## config.mk

```make
export PLATFORM = sky130hd
export DESIGN_NAME = irq_request_collector_flat
export DESIGN_NICKNAME = d
export VERILOG_FILES = /design/src/rtl/irq_pkg.sv /design/src/rtl/irq_request_collector_if.sv /design/src/rtl/rr_arbiter.sv /design/src/rtl/irq_request_collector.sv /design/src/flat_wrapper.sv
export SDC_FILE = /design/constraint.sdc
export NUM_CORES = 1
export LEC_CHECK = 0
export CAP_MARGIN = 40
export CORE_ASPECT_RATIO = 0.7
export CORE_MARGIN = 1.5
export CORE_UTILIZATION = 59
export DETAILED_ROUTE_END_ITERATION = 6
export PLACE_DENSITY_LB_ADDON = 0.3
export RECOVER_POWER = 50
export SLEW_MARGIN = 25
export SYNTH_ARGS = -nofsm -noshare
export SYNTH_HDL_FRONTEND = slang
export SYNTH_SLANG_ARGS = --single-unit
```

## constraint.sdc

```tcl
create_clock -name clk -period 5.7 [get_ports clk]
set_clock_uncertainty 0.1 [all_clocks]
set_input_delay 1.14 -clock clk [delete_from_list [all_inputs] [get_ports clk]]
set_output_delay 1.14 -clock clk [all_outputs]
set_load 0.02 [all_outputs]
```

## src/rtl/irq_pkg.sv

```systemverilog
// Shared definitions for the interrupt request collector and the interrupt
// controller it feeds.
//   NUM_INT_DEFAULT : default number of interrupt lines
//   addr_w()        : width of the controller's register address port
//   reg_addr_t      : register address vector for the default line count
package irq_pkg;

  localparam int NUM_INT_DEFAULT = 16;

  // One extra address bit so the controller can also address its IER
  // global-enable bit at index NUM_INT.
  function automatic int addr_w(input int n);
    return $clog2(n) + 1;
  endfunction

  typedef logic [addr_w(NUM_INT_DEFAULT)-1:0] reg_addr_t;

endpackage

```

## src/rtl/irq_request_collector_if.sv

```systemverilog
// Signal bundle between the peripheral/CPU side and the IRQ request collector.
//   irq_in         : raw asynchronous interrupt lines (request = rising edge)
//   cpu_reg_access : CPU owns the controller's set/unset flags this cycle
//   overrun_clr    : one-cycle pulse clearing all overrun bits
//   ifr_set_flag   : one-cycle IFR set strobe
//   reg_addr       : line index accompanying the strobe
//   pending        : latched, not-yet-issued requests
//   overrun        : sticky lost-edge flags per line
interface irq_request_collector_if
  import irq_pkg::*;
#(
  parameter int NUM_INT = NUM_INT_DEFAULT
);

  logic [NUM_INT-1:0]         irq_in;
  logic                       cpu_reg_access;
  logic                       overrun_clr;
  logic                       ifr_set_flag;
  logic [addr_w(NUM_INT)-1:0] reg_addr;
  logic [NUM_INT-1:0]         pending;
  logic [NUM_INT-1:0]         overrun;

  // master: the surrounding system driving requests and control
  modport master (
    output irq_in, cpu_reg_access, overrun_clr,
    input  ifr_set_flag, reg_addr, pending, overrun
  );

  // slave: the collector itself
  modport slave (
    input  irq_in, cpu_reg_access, overrun_clr,
    output ifr_set_flag, reg_addr, pending, overrun
  );

endinterface

```

## src/rtl/rr_arbiter.sv

```systemverilog
// Combinational round-robin arbiter.
//   req : request vector
//   ptr : highest-priority index this cycle
//   gnt : one-hot grant
//   idx : encoded granted index
//   vld : a grant was made
// The first set request at or above ptr wins, wrapping modulo NUM_INT.
module rr_arbiter
  import irq_pkg::*;
#(
  parameter  int NUM_INT = NUM_INT_DEFAULT,
  localparam int IDX_W   = $clog2(NUM_INT)
) (
  input  logic [NUM_INT-1:0] req,
  input  logic [IDX_W-1:0]   ptr,
  output logic [NUM_INT-1:0] gnt,
  output logic [IDX_W-1:0]   idx,
  output logic               vld
);

  always_comb begin
    int j;
    gnt = '0;
    idx = '0;
    vld = 1'b0;
    j   = 0;
    for (int k = 0; k < NUM_INT; k++) begin
      // Explicit wrap keeps non-power-of-two line counts correct.
      j = int'(ptr) + k;
      if (j >= NUM_INT) j = j - NUM_INT;
      if (!vld && req[j]) begin
        vld = 1'b1;
        idx = IDX_W'(j);
      end
    end
    if (vld) gnt[idx] = 1'b1;
  end

endmodule

```

## src/rtl/irq_request_collector.sv

```systemverilog
// IRQ request collector: synchronises raw peripheral IRQ lines, detects rising
// edges, latches them as pending and serialises them round-robin into
// single-cycle IFR set strobes. CPU register accesses stall the strobes.
//   clk  : system clock, rising edge
//   rst  : asynchronous active-low reset
//   bus  : collector side of irq_request_collector_if (see interface header)
// SYNC_STAGES must be at least 2.
module irq_request_collector
  import irq_pkg::*;
#(
  parameter int NUM_INT     = NUM_INT_DEFAULT,
  parameter int SYNC_STAGES = 2
) (
  input logic                    clk,
  input logic                    rst,
  irq_request_collector_if.slave bus
);

  localparam int ADDR_SIZE = $clog2(NUM_INT);
  localparam int CNT_W     = $clog2(SYNC_STAGES + 1);

  logic [NUM_INT-1:0]   sync_q [SYNC_STAGES];
  logic [NUM_INT-1:0]   s_q;
  logic [NUM_INT-1:0]   prev;
  logic [NUM_INT-1:0]   armed;
  logic [NUM_INT-1:0]   edge_det;
  logic [CNT_W-1:0]     fill_cnt;
  logic                 filled;

  logic [NUM_INT-1:0]   pending;
  logic [NUM_INT-1:0]   overrun;
  logic [ADDR_SIZE-1:0] rr_ptr;

  logic [NUM_INT-1:0]   grant_oh;
  logic [NUM_INT-1:0]   grant_p0;
  logic [ADDR_SIZE-1:0] grant_idx_p0;
  logic                 arb_vld;
  logic                 vld_p0;

  logic                 vld_p1;
  logic [ADDR_SIZE:0]   addr_p1;

  // ---- stage: synchroniser and edge detect ----
  always_ff @(posedge clk or negedge rst) begin
    if (!rst) begin
      for (int i = 0; i < SYNC_STAGES; i++) sync_q[i] <= '0;
      prev <= '0;
    end else begin
      sync_q[0] <= bus.irq_in;
      for (int i = 1; i < SYNC_STAGES; i++) sync_q[i] <= sync_q[i-1];
      prev <= s_q;
    end
  end

  assign s_q = sync_q[SYNC_STAGES-1];

  // The synchroniser holds reset zeros for SYNC_STAGES cycles after release.
  // A line only becomes eligible for edge detection once a real low level has
  // come through, so a line held high across reset release never requests.
  assign filled = (fill_cnt == CNT_W'(SYNC_STAGES));

  always_ff @(posedge clk or negedge rst) begin
    if (!rst) begin
      fill_cnt <= '0;
      armed    <= '0;
    end else begin
      if (!filled) fill_cnt <= fill_cnt + 1'b1;
      else         armed    <= armed | ~s_q;
    end
  end

  assign edge_det = s_q & ~prev & armed;

  // ---- stage: arbitration over pending requests ----
  rr_arbiter #(
    .NUM_INT (NUM_INT)
  ) u_arb (
    .req (pending),
    .ptr (rr_ptr),
    .gnt (grant_oh),
    .idx (grant_idx_p0),
    .vld (arb_vld)
  );

  assign vld_p0   = arb_vld & ~bus.cpu_reg_access;
  assign grant_p0 = vld_p0 ? grant_oh : '0;

  // A new edge on a line being granted re-sets pending, so the fresh request
  // survives and is not counted as an overrun.
  always_ff @(posedge clk or negedge rst) begin
    if (!rst) begin
      pending <= '0;
      overrun <= '0;
      rr_ptr  <= '0;
    end else begin
      pending <= (pending & ~grant_p0) | edge_det;
      overrun <= (overrun & ~{NUM_INT{bus.overrun_clr}})
               | (edge_det & pending & ~grant_p0);
      if (vld_p0)
        rr_ptr <= (grant_idx_p0 == ADDR_SIZE'(NUM_INT - 1)) ? '0
                                                             : grant_idx_p0 + 1'b1;
    end
  end

  // ---- stage: registered strobe ----
  always_ff @(posedge clk or negedge rst) begin
    if (!rst) begin
      vld_p1  <= 1'b0;
      addr_p1 <= '0;
    end else begin
      vld_p1  <= vld_p0;
      addr_p1 <= vld_p0 ? {1'b0, grant_idx_p0} : '0;
    end
  end

  assign bus.ifr_set_flag = vld_p1;
  assign bus.reg_addr     = addr_p1;
  assign bus.pending      = pending;
  assign bus.overrun      = overrun;

endmodule

```

## src/flat_wrapper.sv

```systemverilog
// flat-port wrapper written by rule: the top's interface ports become plain ports
module irq_request_collector_flat import irq_pkg::*;
#(
  parameter int NUM_INT     = NUM_INT_DEFAULT,
  parameter int SYNC_STAGES = 2
)
  (clk, rst, bus_irq_in, bus_cpu_reg_access, bus_overrun_clr, bus_ifr_set_flag, bus_reg_addr, bus_pending, bus_overrun);
  irq_request_collector_if #(.NUM_INT(NUM_INT)) bus_i ();
  input logic clk;
  input logic rst;
  input wire logic [$bits(bus_i.irq_in)-1:0] bus_irq_in;
  input wire logic [$bits(bus_i.cpu_reg_access)-1:0] bus_cpu_reg_access;
  input wire logic [$bits(bus_i.overrun_clr)-1:0] bus_overrun_clr;
  output wire logic [$bits(bus_i.ifr_set_flag)-1:0] bus_ifr_set_flag;
  output wire logic [$bits(bus_i.reg_addr)-1:0] bus_reg_addr;
  output wire logic [$bits(bus_i.pending)-1:0] bus_pending;
  output wire logic [$bits(bus_i.overrun)-1:0] bus_overrun;
  assign bus_i.irq_in = bus_irq_in;
  assign bus_i.cpu_reg_access = bus_cpu_reg_access;
  assign bus_i.overrun_clr = bus_overrun_clr;
  assign bus_ifr_set_flag = bus_i.ifr_set_flag;
  assign bus_reg_addr = bus_i.reg_addr;
  assign bus_pending = bus_i.pending;
  assign bus_overrun = bus_i.overrun;
  irq_request_collector #(.NUM_INT(NUM_INT), .SYNC_STAGES(SYNC_STAGES)) u_core (.clk(clk), .rst(rst), .bus(bus_i));
endmodule
```

After elaboration in Yosys (flattened, before gate mapping)
Cells that the tools add are included.
- add/subtract/negate cells: 33
- magnitude comparators: 34
- equal/unequal tests: 2
- multiplexer cells: 102
- bitwise gates (word level): 15
- reduce and logical (&&, ||, !) cells: 31
- operator list (cell ; count):
    32-bit by 6-bit less-than comparator with 1-bit output, second input constant ; 16
    32-bit two-way mux ; 16
    16-bit bitwise AND ; 6
    5-bit by 5-bit subtractor with 6-bit output, second input constant ; 15
    5-bit >= comparator, second input constant ; 15
    4-bit two-way mux ; 18
    1-bit binary-select mux with 4-bit select ; 16
    16-bit inverter ; 4
    1-bit two-way mux ; 49
    16-bit bitwise OR ; 3
    4-bit by 4-bit adder with 5-bit output, second input constant ; 8
    16-bit two-way mux ; 2
    4-bit by 3-bit adder with 5-bit output, second input constant ; 4
    1-bit logical AND ; 16
    1-bit zero test ; 15
    4-bit by 2-bit adder with 5-bit output, second input constant ; 2
    4-bit by 5-bit subtractor with 6-bit output, second input constant ; 1
    4-bit by 1-bit adder with 5-bit output, second input constant ; 1
    4-bit by 5-bit >= comparator with 1-bit output, second input constant ; 1
    4-bit by 5-bit less-than comparator with 1-bit output, second input constant ; 1
    4-bit by 1-bit adder with 4-bit output, second input constant ; 1
    1-bit demux with 4-bit select ; 1
    4-bit == test, second input constant ; 1
    4-bit by 1-bit >= comparator with 1-bit output, second input constant ; 1
    other kinds (4) ; 4
- register bits after elaboration: 107
- logic and storage cells: 227

Longest topological paths before layout
Gate-level depths: netlist of the first run.
- depth after elaboration: 60
- mapped depth: 22
- depth with buffers taken out: 15

Hierarchy
From an unflattened synthesis of the first run, not the netlist that was laid out.
- cell total of the unflattened synthesis: 592
- area, all modules: 6508.7 µm²
- by module, submodules not included (module ; instances ; cells an instance ; area each (µm²) ; sequential area each (µm²)):
    irq_request_collector ; 1 ; 268 ; 3544.6 ; 2677.6
    rr_arbiter ; 1 ; 324 ; 2964.1 ; 0.0

Worst setup path after synthesis of the first run
No wires, ideal clock.
- kind: reg2reg
- start point: register u_core.rr_ptr[0]
- end point: register u_core.pending[11] (netlist: u_core.bus.pending[11])
- library setup time: 0.135 ns
- data arrival time: 4.420 ns
- setup slack: 1.045 ns
- stages on the path, launching flop included: 22
- path buffers: 6
- path through: dfrtp_1 -> buf_6 -> buf_6 -> buf_4 -> inv_2 -> ha_1 -> buf_4 -> mux4_2 -> mux2i_1 -> mux2i_2 -> nor3_2 -> buf_2 -> nand4_2 -> o221a_2 -> o2bb2ai_1 -> or2_1 -> clkbuf_1 -> inv_1 -> ha_1 -> nand2_1 -> a211oi_2 -> o22ai_1
- cells in the longest elaborated chain, start to end: 60
- elaborated cells on any way between the ends: 184
- ends and longest elaborated chain (item ; line ; RTL):
    start, declared ; irq_request_collector.sv:32 ; logic [ADDR_SIZE-1:0] rr_ptr;
    start signal, assigned ; irq_request_collector.sv:100 ; rr_ptr <= (grant_idx_p0 == ADDR_SIZE'(NUM_INT - 1)) ? '0
    branches (longest 56 deep; another with 5-bit by 5-bit subtractor with 6-bit output) ; - ;
    16-bit two-way mux (*) ; irq_request_collector.sv:86 ; assign grant_p0 = vld_p0 ? grant_oh : '0;
    16-bit inverter (*) ; irq_request_collector.sv:96 ; pending <= (pending & ~grant_p0) | edge_det;
    16-bit bitwise AND (*) ; irq_request_collector.sv:96 ;
    16-bit bitwise OR (*) ; irq_request_collector.sv:96 ;
    end signal, assigned ; irq_request_collector.sv:96 ;
    end, declared ; irq_request_collector.sv:30 ; logic [NUM_INT-1:0] pending;
Mark *: on every way between the ends. The select of a mux whose other input is x is not followed.
A chain may end at the register's enable or synchronous reset.

Worst setup path in the final report of the first run
- start point: register u_core.rr_ptr[2]
- end point: register u_core.overrun[15] (netlist: u_core.bus.overrun[15])
- cells in the longest elaborated chain, start to end: 60
- elaborated cells on any way between the ends: 184
- ends and longest elaborated chain (item ; line ; RTL):
    branches (longest 56 deep; another with 5-bit by 5-bit subtractor with 6-bit output) ; - ;
    16-bit two-way mux (*) ; irq_request_collector.sv:86 ;
    16-bit inverter (*) ; irq_request_collector.sv:98 ; | (edge_det & pending & ~grant_p0);
    16-bit bitwise AND (*) ; irq_request_collector.sv:98 ;
    16-bit bitwise OR (*) ; irq_request_collector.sv:98 ;
    end signal, assigned ; irq_request_collector.sv:97 ; overrun <= (overrun & ~{NUM_INT{bus.overrun_clr}})
    end, declared ; irq_request_collector.sv:31 ; logic [NUM_INT-1:0] overrun;
Marks and branches as above.

==> results_dict.tcl, run 1 <==
set metrics [dict create \
    status "complete, but fails checks" \
    violations "capacitance limit, slew limit" \
    cts_resized 0 \
    drive_gt1_share_pct 18.2 \
    syn_area_per_cell_um2 11.3 \
    num_antenna_cells 0 \
    min_from "u_core.sync_q[22]$_DFF_PN0_" \
    synth_top_family_by_area "compound AO/OA/AOI/OAI gates" \
    die_x_um 131 \
    finalSetupViolCount 0 \
    grt_pass1_vias 5320 \
    drt-total-wl_um 19000 \
    holdBufCountCts 0 \
    groute.usage.overall_pct 33.2 \
    num_io_pins 58 \
    max_freq_ghz 0.184 \
    synthCells 595 \
    yosysTopAreaCell "dfrtp_1" \
    critical_path_class "register to register" \
    synth_ff_type "dfrtp_1" \
    clkTransAtPathRegs_ns 0.08 \
    grt_antenna_before_repair 0 \
    overflow 0 \
    die_h_um 92.4 \
    critPathTopFamily "simple AND/OR/NAND/NOR gates" \
    yosys.area_share.simple_pct 11.9 \
    worstPathCellList "inv_2, ha_1, mux4_2, mux2i_1, mux2i_1, nor3_2, nand2_2, o311ai_0, o2bb2ai_1, or2_1, inv_1, ha_1, nand2_1, o41ai_2, o22ai_1" \
    min_period_over_period_pct 95.1 \
    p_leak_nw 3.11 \
    placementRows 32 \
    drt-pass1-iter-count 6 \
    syn_nets 627 \
    hp-class "register to register" \
    synth-seq-area-share_pct 39.8 \
    cts_inserted_buffers 9 \
    async_flop_share_pct 100 \
    dieArea_um2 12100 \
    synth_top_area_share_pct 39.8 \
    fin_cells 801 \
    slew_headroom_pct -41.7 \
    synth-compound-area-share_pct 19.2 \
    grt_pass1_wl_um 30000 \
    design_area_um2 7650 \
    htreeDepth 3 \
    ys_seq_elements 107 \
    fin_util_pct 69.2 \
    io_buffers 56 \
    holdWs_ns 0.242 \
    slew_violations 43 \
    synth_area_um2 6740 \
    power.density_nw_per_um2 587 \
    r2r_end "u_core.bus.overrun[15]$_DFF_PN0_" \
    dr_total_vias 5456 \
    cp-end-kind "register" \
    synthTopCellsByCount "dfrtp_1, nand2_1, inv_1, mux4_2, mux2i_1" \
    wl_per_cell_um 23.7 \
    cts_tree "yes" \
    drc_errors 0 \
    synth.most_common_cell "dfrtp_1" \
    reg2reg_depth 15 \
    ant_nets 0 \
    path_buf_inv 2 \
    cts-root-buf "clkbuf_16" \
    initialDrtViolationCount 836 \
    ys.warnings.count 0 \
    clock_path_buffers 2 \
    cp_max_fo 12 \
    crit_path_top_delay_cell "nor3_2" \
    maxCapViolCount 1 \
    clock_latency_ns 0.35 \
    fillers 799 \
    critPathMaxStageDelay_ns 0.67 \
    holdPathEnd "u_core.s_q[6]$_DFF_PN0_" \
    layout_min_cycle_time_ns 5.42 \
    synthTopCellsByArea "dfrtp_1, mux4_2, mux2i_1" \
    place_congestion 0.989 \
    layout.nets 675 \
    routed_via_density 6.81 \
    placed_cell_area_um2 7330 \
    synthXorXnorAreaFrac_pct 1.54 \
    cp_data_arrival_time_ns 5.53 \
    synth-edff-count 0 \
    core_area_um2 11100 \
    grt_max_degree 66 \
    r2r_slack_ns 0.28 \
    cts.sinks 107 \
    place_inst 782 \
    synth_fa_ha_area_share_pct 2.23 \
    syn_to_final_growth_pct 13.6 \
    synth_cell_types 81 \
    cts_setup_buffers 0 \
    tns_ns 0 \
    hpwl_um 13600 \
    synthMuxAreaShare_pct 19.1 \
    start_util_pct 60.9 \
    hold_depth 0 \
    r2r_start "u_core.rr_ptr[2]$_DFFE_PN0N_" \
    cp-start-kind "register" \
    hold_viol 0 \
    rsz0062_at_grt "no" \
    cp.required_ns 5.81 \
    ir_worst_vdd_mv 0.322 \
    tightest_slew_ns 2.13 \
]
metrics by stage:
| step | setup slack [ns] | power, W |
|---|---|---|
| after floorplan | 1.05 | 0.00301 |
| after global placement | 0.713 | 0.00371 |
| after detailed placement | 0.578 | 0.00376 |
| after CTS | 0.542 | 0.00440 |
| after global routing | 0.103 | 0.00470 |
| final | 0.279 | 0.00449 |
cell type report:
type | count | area [µm²] | area share [%]
clock buffers | 9 | 225 | 2.94
clock inverters | 7 | 82.6 | 1.08
inverters | 50 | 188 | 2.45
multi-input cells | 405 | 3640 | 47.5
flip-flops and latches | 107 | 2680 | 35.0
well taps | 153 | 191 | 2.50
repair buffers | 70 | 649 | 8.49
where the power goes:
part | leakage (nW) | switching, W | internal (W)
registers | 1.18 | 0.000185 | 0.000861
logic | 1.78 | 0.00171 | 0.00111
clock network | 0.150 | 0.000314 | 0.000313
total | 3.11 | 0.00221 | 0.00228
cells by family (layout without fill, tap and decap cells):
| kind of cell | after synthesis | in the layout |
|---|---|---|
| other | 1 | 1 |
| DFF | 107 | 107 |
| adders and majority gates | 12 | 12 |
| buffers and inverters | 83 | 136 |
| AOI/OAI and AO/OA | 149 | 149 |
| and+or+nand+nor | 154 | 154 |
| muxes | 78 | 78 |
| xor gates and xnor gates | 11 | 11 |
layer usage:
layer  track usage (%)  part of all wire, %  vias to the layer above
met5                 0                    0                        -
met4              8.97                  1.9                        0
met3              8.38                   11                       38
met2              48.2                   44                      354
met1              49.7                   43                     2746
li1                  -                    -                     2318
sequential cells by signal, indices dropped and copies added (netlist names):
register,flops
u_core.bus.overrun,16
u_core.bus.pending,16
u_core.bus.ifr_set_flag,1
u_core.rr_ptr,4
u_core.fill_cnt,2
u_core.prev,16
u_core.s_q,16
u_core.sync_q,16
u_core.bus.reg_addr,4
u_core.armed,16
how the worst max path moves through the flow:
stage / startpoint / cells past startpoint / slack, ns / end
2_1_floorplan: u_core.rr_ptr[0]$_DFFE_PN0N_ / 21 / 1.05 / u_core.bus.pending[11]$_DFF_PN0_
3_3_place_gp: u_core.rr_ptr[0]$_DFFE_PN0N_ / 15 / 0.71 / u_core.bus.pending[3]$_DFF_PN0_
3_5_place_dp: u_core.rr_ptr[2]$_DFFE_PN0N_ / 15 / 0.58 / u_core.bus.overrun[15]$_DFF_PN0_
4_1_cts: u_core.rr_ptr[1]$_DFFE_PN0N_ / 15 / 0.54 / u_core.bus.pending[11]$_DFF_PN0_
5_1_grt: u_core.rr_ptr[2]$_DFFE_PN0N_ / 15 / 0.10 / u_core.bus.pending[11]$_DFF_PN0_
6_report: u_core.rr_ptr[2]$_DFFE_PN0N_ / 15 / 0.28 / u_core.bus.overrun[15]$_DFF_PN0_
cells in the final DEF (no fill, tap or decap), types with 5 or more instances in the layout:
master / instances
mux4_2: 34
ha_1: 12
inv_2: 5
o21ai_0: 19
o41ai_2: 16
mux2_2: 6
a211oi_2: 8
dlygate4sd3_1: 11
nand2b_1: 14
a21o_1: 19
nor3_1: 8
mux2i_1: 32
buf_4: 11
o22ai_1: 22
dfrtp_1: 107
a21oi_1: 20
inv_1: 45
and2_1: 7
nand3_1: 14
nand2_1: 55
nor2_1: 18
xnor2_1: 6
nand3b_1: 9
clkbuf_16: 9
clkdlybuf4s50_1: 44
Note: power is estimated with default switching activity, not from simulation.
==> run 2: changes to the inputs <==
Settings changed: ABC_CLOCK_PERIOD_IN_PS set to 5700.
==> results of run 2 <==
The final DEF is identical to that of run 1; final timing and power are the same.
==> run 3: changes to the inputs <==
Settings changed: HOLD_SLACK_MARGIN set to 0.12.
==> results of run 3 <==
The final DEF is identical to that of run 1; final timing and power are the same.
